--- src/rtl/vram_line_fetch_arbiter_if.sv ---
// VRAM line-fetch arbiter bus bundle.
// Timing-gen, CPU, VRAM and line-buffer signals.
interface vram_line_fetch_arbiter_if #(
  parameter int ADDR_W = 17,
  parameter int DATA_W = 32
);
  logic              line_start;
  logic [9:0]        line_num;
  logic              cpu_req;
  logic              cpu_we;
  logic [ADDR_W-1:0] cpu_addr;
  logic [DATA_W-1:0] cpu_wdata;
  logic              cpu_ack;
  logic [DATA_W-1:0] cpu_rdata;
  logic              mem_en;
  logic              mem_we;
  logic [ADDR_W-1:0] mem_addr;
  logic [DATA_W-1:0] mem_wdata;
  logic [DATA_W-1:0] mem_rdata;
  logic              lb_we;
  logic              lb_bank;
  logic [7:0]        lb_addr;
  logic [DATA_W-1:0] lb_wdata;
  logic              fetch_done;
  logic              underrun;
  logic              underrun_clr;

  modport slave (
    input  line_start, line_num,
    input  cpu_req, cpu_we, cpu_addr, cpu_wdata,
    output cpu_ack, cpu_rdata,
    output mem_en, mem_we, mem_addr, mem_wdata,
    input  mem_rdata,
    output lb_we, lb_bank, lb_addr, lb_wdata,
    output fetch_done, underrun,
    input  underrun_clr
  );

  modport master (
    output line_start, line_num,
    output cpu_req, cpu_we, cpu_addr, cpu_wdata,
    input  cpu_ack, cpu_rdata,
    input  mem_en, mem_we, mem_addr, mem_wdata,
    output mem_rdata,
    input  lb_we, lb_bank, lb_addr, lb_wdata,
    input  fetch_done, underrun,
    output underrun_clr
  );
endinterface

--- src/rtl/vram_line_fetch_arbiter.sv ---
// Shares single-port VRAM between scanline prefetch
// and the CPU port with bounded CPU starvation.
module vram_line_fetch_arbiter #(
  parameter int H_WORDS     = 160,
  parameter int V_RES       = 480,
  parameter int ADDR_W      = 17,
  parameter int DATA_W      = 32,
  parameter int FETCH_BURST = 8,
  parameter int VRAM_BASE   = 0
) (
  input logic clk,
  input logic reset,
  vram_line_fetch_arbiter_if.slave bus
);

  localparam int BW = $clog2(FETCH_BURST + 1);
  localparam logic [9:0]    VRES_L = 10'(V_RES);
  localparam logic [7:0]    LAST_L = 8'(H_WORDS - 1);
  localparam logic [BW-1:0] BMAX_L = BW'(FETCH_BURST);

  typedef enum logic {IDLE, FETCH} state_t;

  state_t            state_q;
  logic [ADDR_W-1:0] base_q;
  logic              bank_q;
  logic [7:0]        idx_q;
  logic [BW-1:0]     burst_q;
  logic              ack_q;
  logic              rd_q;
  logic              lbv_q;
  logic              lb_bank_q;
  logic [7:0]        lb_addr_q;
  logic              underrun_q;

  logic              cpu_ok;
  logic              fetch_cyc;
  logic              cpu_gnt;
  logic              fet_gnt;
  logic [ADDR_W-1:0] base_d;

  assign cpu_ok    = bus.cpu_req & ~ack_q;
  assign fetch_cyc = (state_q == FETCH) & ~bus.line_start;
  assign base_d    = ADDR_W'(VRAM_BASE)
                   + ADDR_W'(bus.line_num) * ADDR_W'(H_WORDS);

  // One grant per cycle; CPU wins mid-fetch only after a full burst.
  always_comb begin
    cpu_gnt = 1'b0;
    fet_gnt = 1'b0;
    if (!reset) begin
      if (!fetch_cyc)
        cpu_gnt = cpu_ok;
      else if (cpu_ok && burst_q == BMAX_L)
        cpu_gnt = 1'b1;
      else
        fet_gnt = 1'b1;
    end
  end

  assign bus.mem_en    = cpu_gnt | fet_gnt;
  assign bus.mem_we    = cpu_gnt & bus.cpu_we;
  assign bus.mem_addr  = cpu_gnt ? bus.cpu_addr :
                         fet_gnt ? base_q + ADDR_W'(idx_q) :
                         '0;
  assign bus.mem_wdata = cpu_gnt ? bus.cpu_wdata : '0;

  assign bus.cpu_ack    = ack_q;
  assign bus.cpu_rdata  = rd_q ? bus.mem_rdata : '0;
  assign bus.lb_we      = lbv_q;
  assign bus.lb_bank    = lb_bank_q;
  assign bus.lb_addr    = lb_addr_q;
  assign bus.lb_wdata   = lbv_q ? bus.mem_rdata : '0;
  assign bus.fetch_done = lbv_q & (lb_addr_q == LAST_L);
  assign bus.underrun   = underrun_q;

  // Fetch FSM, burst counter, ack/lb pipelines and underrun flag.
  always_ff @(posedge clk) begin
    if (reset) begin
      state_q    <= IDLE;
      base_q     <= '0;
      bank_q     <= 1'b0;
      idx_q      <= '0;
      burst_q    <= '0;
      ack_q      <= 1'b0;
      rd_q       <= 1'b0;
      lbv_q      <= 1'b0;
      lb_bank_q  <= 1'b0;
      lb_addr_q  <= '0;
      underrun_q <= 1'b0;
    end else begin
      ack_q <= cpu_gnt;
      rd_q  <= cpu_gnt & ~bus.cpu_we;
      lbv_q <= fet_gnt;
      if (fet_gnt) begin
        lb_addr_q <= idx_q;
        lb_bank_q <= bank_q;
      end
      if (bus.line_start && state_q == FETCH)
        underrun_q <= 1'b1;
      else if (bus.underrun_clr)
        underrun_q <= 1'b0;
      if (bus.line_start) begin
        if (bus.line_num < VRES_L) begin
          state_q <= FETCH;
          base_q  <= base_d;
          bank_q  <= bus.line_num[0];
          idx_q   <= '0;
          burst_q <= '0;
        end else begin
          state_q <= IDLE;
        end
      end else if (fet_gnt) begin
        idx_q <= idx_q + 8'd1;
        if (burst_q != BMAX_L)
          burst_q <= burst_q + BW'(1);
        if (idx_q == LAST_L)
          state_q <= IDLE;
      end else if (cpu_gnt && state_q == FETCH) begin
        burst_q <= '0;
      end
    end
  end

endmodule

--- src/flat_wrapper.sv ---
// flat-port wrapper written by rule: the top's interface ports become plain ports
module vram_line_fetch_arbiter_flat 
#(
  parameter int H_WORDS     = 160,
  parameter int V_RES       = 480,
  parameter int ADDR_W      = 17,
  parameter int DATA_W      = 32,
  parameter int FETCH_BURST = 8,
  parameter int VRAM_BASE   = 0
)
  (clk, reset, bus_line_start, bus_line_num, bus_cpu_req, bus_cpu_we, bus_cpu_addr, bus_cpu_wdata, bus_cpu_ack, bus_cpu_rdata, bus_mem_en, bus_mem_we, bus_mem_addr, bus_mem_wdata, bus_mem_rdata, bus_lb_we, bus_lb_bank, bus_lb_addr, bus_lb_wdata, bus_fetch_done, bus_underrun, bus_underrun_clr);
  vram_line_fetch_arbiter_if #(.ADDR_W(ADDR_W), .DATA_W(DATA_W)) bus_i ();
  input logic clk;
  input logic reset;
  input wire logic [$bits(bus_i.line_start)-1:0] bus_line_start;
  input wire logic [$bits(bus_i.line_num)-1:0] bus_line_num;
  input wire logic [$bits(bus_i.cpu_req)-1:0] bus_cpu_req;
  input wire logic [$bits(bus_i.cpu_we)-1:0] bus_cpu_we;
  input wire logic [$bits(bus_i.cpu_addr)-1:0] bus_cpu_addr;
  input wire logic [$bits(bus_i.cpu_wdata)-1:0] bus_cpu_wdata;
  output wire logic [$bits(bus_i.cpu_ack)-1:0] bus_cpu_ack;
  output wire logic [$bits(bus_i.cpu_rdata)-1:0] bus_cpu_rdata;
  output wire logic [$bits(bus_i.mem_en)-1:0] bus_mem_en;
  output wire logic [$bits(bus_i.mem_we)-1:0] bus_mem_we;
  output wire logic [$bits(bus_i.mem_addr)-1:0] bus_mem_addr;
  output wire logic [$bits(bus_i.mem_wdata)-1:0] bus_mem_wdata;
  input wire logic [$bits(bus_i.mem_rdata)-1:0] bus_mem_rdata;
  output wire logic [$bits(bus_i.lb_we)-1:0] bus_lb_we;
  output wire logic [$bits(bus_i.lb_bank)-1:0] bus_lb_bank;
  output wire logic [$bits(bus_i.lb_addr)-1:0] bus_lb_addr;
  output wire logic [$bits(bus_i.lb_wdata)-1:0] bus_lb_wdata;
  output wire logic [$bits(bus_i.fetch_done)-1:0] bus_fetch_done;
  output wire logic [$bits(bus_i.underrun)-1:0] bus_underrun;
  input wire logic [$bits(bus_i.underrun_clr)-1:0] bus_underrun_clr;
  assign bus_i.line_start = bus_line_start;
  assign bus_i.line_num = bus_line_num;
  assign bus_i.cpu_req = bus_cpu_req;
  assign bus_i.cpu_we = bus_cpu_we;
  assign bus_i.cpu_addr = bus_cpu_addr;
  assign bus_i.cpu_wdata = bus_cpu_wdata;
  assign bus_cpu_ack = bus_i.cpu_ack;
  assign bus_cpu_rdata = bus_i.cpu_rdata;
  assign bus_mem_en = bus_i.mem_en;
  assign bus_mem_we = bus_i.mem_we;
  assign bus_mem_addr = bus_i.mem_addr;
  assign bus_mem_wdata = bus_i.mem_wdata;
  assign bus_i.mem_rdata = bus_mem_rdata;
  assign bus_lb_we = bus_i.lb_we;
  assign bus_lb_bank = bus_i.lb_bank;
  assign bus_lb_addr = bus_i.lb_addr;
  assign bus_lb_wdata = bus_i.lb_wdata;
  assign bus_fetch_done = bus_i.fetch_done;
  assign bus_underrun = bus_i.underrun;
  assign bus_i.underrun_clr = bus_underrun_clr;
  vram_line_fetch_arbiter #(.H_WORDS(H_WORDS), .V_RES(V_RES), .ADDR_W(ADDR_W), .DATA_W(DATA_W), .FETCH_BURST(FETCH_BURST), .VRAM_BASE(VRAM_BASE)) u_core (.clk(clk), .reset(reset), .bus(bus_i));
endmodule
--- config.mk ---
export PLATFORM = sky130hd
export DESIGN_NAME = vram_line_fetch_arbiter_flat
export DESIGN_NICKNAME = d
export VERILOG_FILES = /design/src/rtl/vram_line_fetch_arbiter_if.sv /design/src/rtl/vram_line_fetch_arbiter.sv /design/src/flat_wrapper.sv
export SDC_FILE = /design/constraint.sdc
export NUM_CORES = 1
export LEC_CHECK = 0
export CORE_UTILIZATION = 37
export DETAILED_ROUTE_END_ITERATION = 10
export PLACE_DENSITY_LB_ADDON = 0.3
export SLEW_MARGIN = 25
export SYNTH_ARGS = -nofsm -noshare
export SYNTH_HDL_FRONTEND = slang
export SYNTH_SLANG_ARGS = --single-unit
--- constraint.sdc ---
create_clock -name clk -period 4 [get_ports clk]
set_input_delay 0.8 -clock clk [delete_from_list [all_inputs] [get_ports clk]]
set_output_delay 0.8 -clock clk [all_outputs]
set_load 0.05 [all_outputs]
==> results.ini, run 1 <==
[run_status]
run_status=finished clean

[critical_path]
reg2reg_from=u_core.burst_q[0]
timing.critical_path.buf_inv=3
crit_fanout=42
timing.critical_path.cells=clkdlybuf4s50_1 -> nor2b_1 -> a211oi_4 -> buf_4 -> nand2_1 -> o21ai_0 -> buf_12
r2r_end=u_core.idx_q[7]
timing.setup.critical_path_class=in -> out
crit_family=buffers and inverters
critical-path-slowest-cell=clkdlybuf4s50_1
worst_r2r_path_depth=8
worstSetupStartpointType=input pin
critical-path-max-stage-delay_ps=620
reg2reg_setup_slack_ps=1980
critPathRequiredTime_ps=3200
endpoint_kind=output pin
timing.critical_path.arrival_ps=2700

[sta]
clock_skew_ps=2.72
timing.final.setup_violations=0
post-route-min-period_ps=3500
finalWorstSetupSlack_ps=503
timing.fmax_mhz=286
unrepaired_setup_endpoints_after_global_routing=no
timing.final.max_slew_violations=0
worst-slew-pin-transition_ps=802
finalHoldViolCount=0
fin_setup_tns_ps=0
slew_headroom_pct=46.5
final.period_utilization_pct=87.4

[cells_and_area]
antenna_cells_inserted=0
finalCoreUtilization_pct=74.8
fin_nets=736
layout-drive-gt1-share_pct=11.2
areaGrowthSynthToFinish_pct=94.1

[place]
pre_cts_ws_ps=541
detailedPlacementHpwl_mm=9.95
numPortBuffers=224
gp_congestion=0.895

[power_and_ir_drop]
total_leakage_power_nw=2.31
max-vdd-ir-drop_mv=0.109
total_power_mw=1.14
areal_power_density_over_the_cells_mw_per_mm2=197

[floorplan]
chipHeight_um=92.0
core_area_mm2=0.00777
initial_utilization_pct=38.5
ios=225
die_width_um=92.0
placementRows=32
die_area_mm2=0.00846

[synth]
synth-main-ff-cell=dfxtp_1
syn-num-nets=519
synth_area_leader=dfxtp_1
async_reset_ff_share_pct=0
synth.cell_area_mm2=0.00299
synth_warnings=0
synthCells=398
synth_seq_cells=38
ys_seq_area_share_pct=25.4
synth_largest_type_area_fraction_pct=25.4
synth_cell_type_count=47
syn_avg_cell_area_um2=7.52
synth_edf_count=0
yosys-top-cells-area=dfxtp_1 (25%), and2_1 (20%), ha_1 (9.2%)

[job]
maxCapViolCount=0

[global_routing]
vias_in_the_first_global_route=3466
first_pass_grt_wire_length_mm=18.4
grt-ovfl-total=0
grt_max_degree=43
grt_antenna_before_repair=0
gr-usage-all-layers_pct=28.0

[hold_path]
timing.hold.worst_path_depth=2
hold_path.startpoint=u_core.bus.lb_addr[7]
hold-path-endpoint=u_core.bus.lb_addr[7]
min_path_type=reg -> reg

[routing]
final_antenna_net_count=0
routed_wire_length_per_instance_um=16.8
avgViaCountPerCell=4.96
drt_first_iter_violations=106
drt_drc_violations_left=0
final_wirelength_mm=12.1
dr.pass1.iters=4
overall_via_count_from_detail_route=3553

[clock_network]
cts.repair.resized=0
cts.repair_timing.setup_buffer_count=0
worst_skew_pair.late_latency_ps=290
cts.sink_count=38
cts.reportedPaths.clkPinSlew_ps=70
cts_buf_count=5
holdBufCountCts=0
cts_max_level=2
cts.path.max_buffers=2
clock_tree.root_cell=clkbuf_8
tritoncts=done

metrics by stage:
stage,area (um2),hold slack (ps),std cells
final,5810,470,717
after global routing,5810,488,717
after CTS,5810,469,717
after detailed placement,5730,460,710
after global placement,5730,451,710
after floorplan,2990,435,398
report_power, final:
| part | internal, mW | leakage, nW | switching [mW] |
|---|---|---|---|
| clock | 0.120 | 0.0383 | 0.128 |
| sequential | 0.389 | 0.308 | 0.0127 |
| combinational | 0.237 | 1.97 | 0.256 |
| total | 0.746 | 2.31 | 0.397 |
layer usage:
layer,up-vias,routed length (um),track usage [%]
met4,0,247,7.94
met3,19,1030,8.29
met5,-,0,0
met2,162,5980,50.5
li1,1768,-,-
met1,1604,4810,31.9
how the worst max path moves through the flow:
stage / from / end / slack [ps] / cells past startpoint
final: bus_line_start / bus_mem_addr[13] / 500 / 7
after global routing: bus_line_start / bus_mem_addr[13] / 410 / 7
after CTS: bus_line_start / bus_mem_addr[11] / 520 / 7
after detailed placement: bus_line_start / bus_mem_addr[11] / 540 / 7
after global placement: bus_cpu_req / bus_mem_addr[2] / 640 / 7
after floorplan: u_core.idx_q[5] / bus_mem_addr[11] / 680 / 6
cell usage after synthesis, types with 2 or more instances:
cell and count:
nand4_1 9, or3_1 2, o21ai_0 14, mux2i_1 3, nand2_1 56, clkbuf_1 14, ha_1 22, a22o_1 2
o21ai_1 4, a211oi_1 4, dfxtp_1 38, nand2b_1 2, and2_1 97, or4_1 2, fa_1 2, nor3_1 4
xnor2_1 10, nand3_1 11, buf_6 2, inv_1 4, nand3b_1 2, xor2_1 8, buf_2 5, a21oi_1 24
nor2b_1 4, a211o_1 2, nor2_1 25, o21a_1 2, and3_1 2, a21o_1 4, o22ai_1 2
registers in the layout, indices dropped and copies added, names as in the netlist:
| name | flops |
|---|---|
| u_core.burst_q | 4 |
| u_core.base_q | 12 |
| u_core.bus.lb_bank | 1 |
| u_core.rd_q | 1 |
| u_core.bus.cpu_ack | 1 |
| u_core.state_q | 1 |
| u_core.bus.lb_addr | 8 |
| u_core.bus.lb_we | 1 |
| u_core.idx_q | 8 |
| u_core.bus.underrun | 1 |
worst register-to-register path, stage by stage, from the launching register on:
cell and delay (ps):
dfxtp_1 340, inv_1 90, ha_1 190, nand3b_4 130
o21ai_1 470, inv_2 280, nand4_1 200, xor2_1 170
nor2_1 50
cell usage in the layout, fill, tap and decap left out, drive strengths merged, types with 2 or more instances in the layout:
cell / synthesis / routed
clkdlybuf4s50: 0 / 173
a22o: 2 / 2
xnor2: 10 / 10
xor2: 8 / 8
o21ai: 18 / 18
nand3b: 3 / 3
nand3: 11 / 11
o21a: 2 / 2
nand2b: 2 / 2
and2: 97 / 97
o22ai: 2 / 2
a21oi: 24 / 24
nor2: 26 / 26
nand2: 56 / 56
clkbuf: 14 / 7
fa: 2 / 2
nor2b: 4 / 4
nor3b: 2 / 2
or4: 2 / 2
dfxtp: 38 / 38
ha: 22 / 22
mux2i: 3 / 3
nand4: 9 / 9
inv: 5 / 5
or3: 2 / 2
a211o: 2 / 2
buf: 7 / 58
a211oi: 5 / 5
a21o: 4 / 4
nor3: 4 / 4
and3: 2 / 2
final cells by class:
cell class                 instances  area, um2
multi-input combinational        334       2120
fill                             585       1960
clock buffer                       7       76.3
inverter                           5       18.8
timing repair buffer             231       2710
sequential                        38        761
tap                              102        128
cell families after synthesis:
group,after synthesis,share of synthesized area (%)
XOR/XNOR,18,5.27
AND/OR/NAND/NOR,226,41.2
buffers and inverters,26,3.97
adder cells (fa/ha/maj),24,10.5
AO/OA/AOI/OAI,62,12.3
flip-flops,38,25.4
multiplexers,4,1.38
(Power assumes the default switching activity.)
==> inputs of run 2 (changes only) <==
--- a/config.mk
+++ b/config.mk
@@ -6,6 +6,7 @@
 export NUM_CORES = 1
 export LEC_CHECK = 0
 export CORE_UTILIZATION = 37
+export CTS_CLUSTER_DIAMETER = 100
 export DETAILED_ROUTE_END_ITERATION = 10
 export PLACE_DENSITY_LB_ADDON = 0.3
 export SLEW_MARGIN = 25
==> results of run 2 <==
No change in the layout: final DEF, timing and power equal those of run 1.
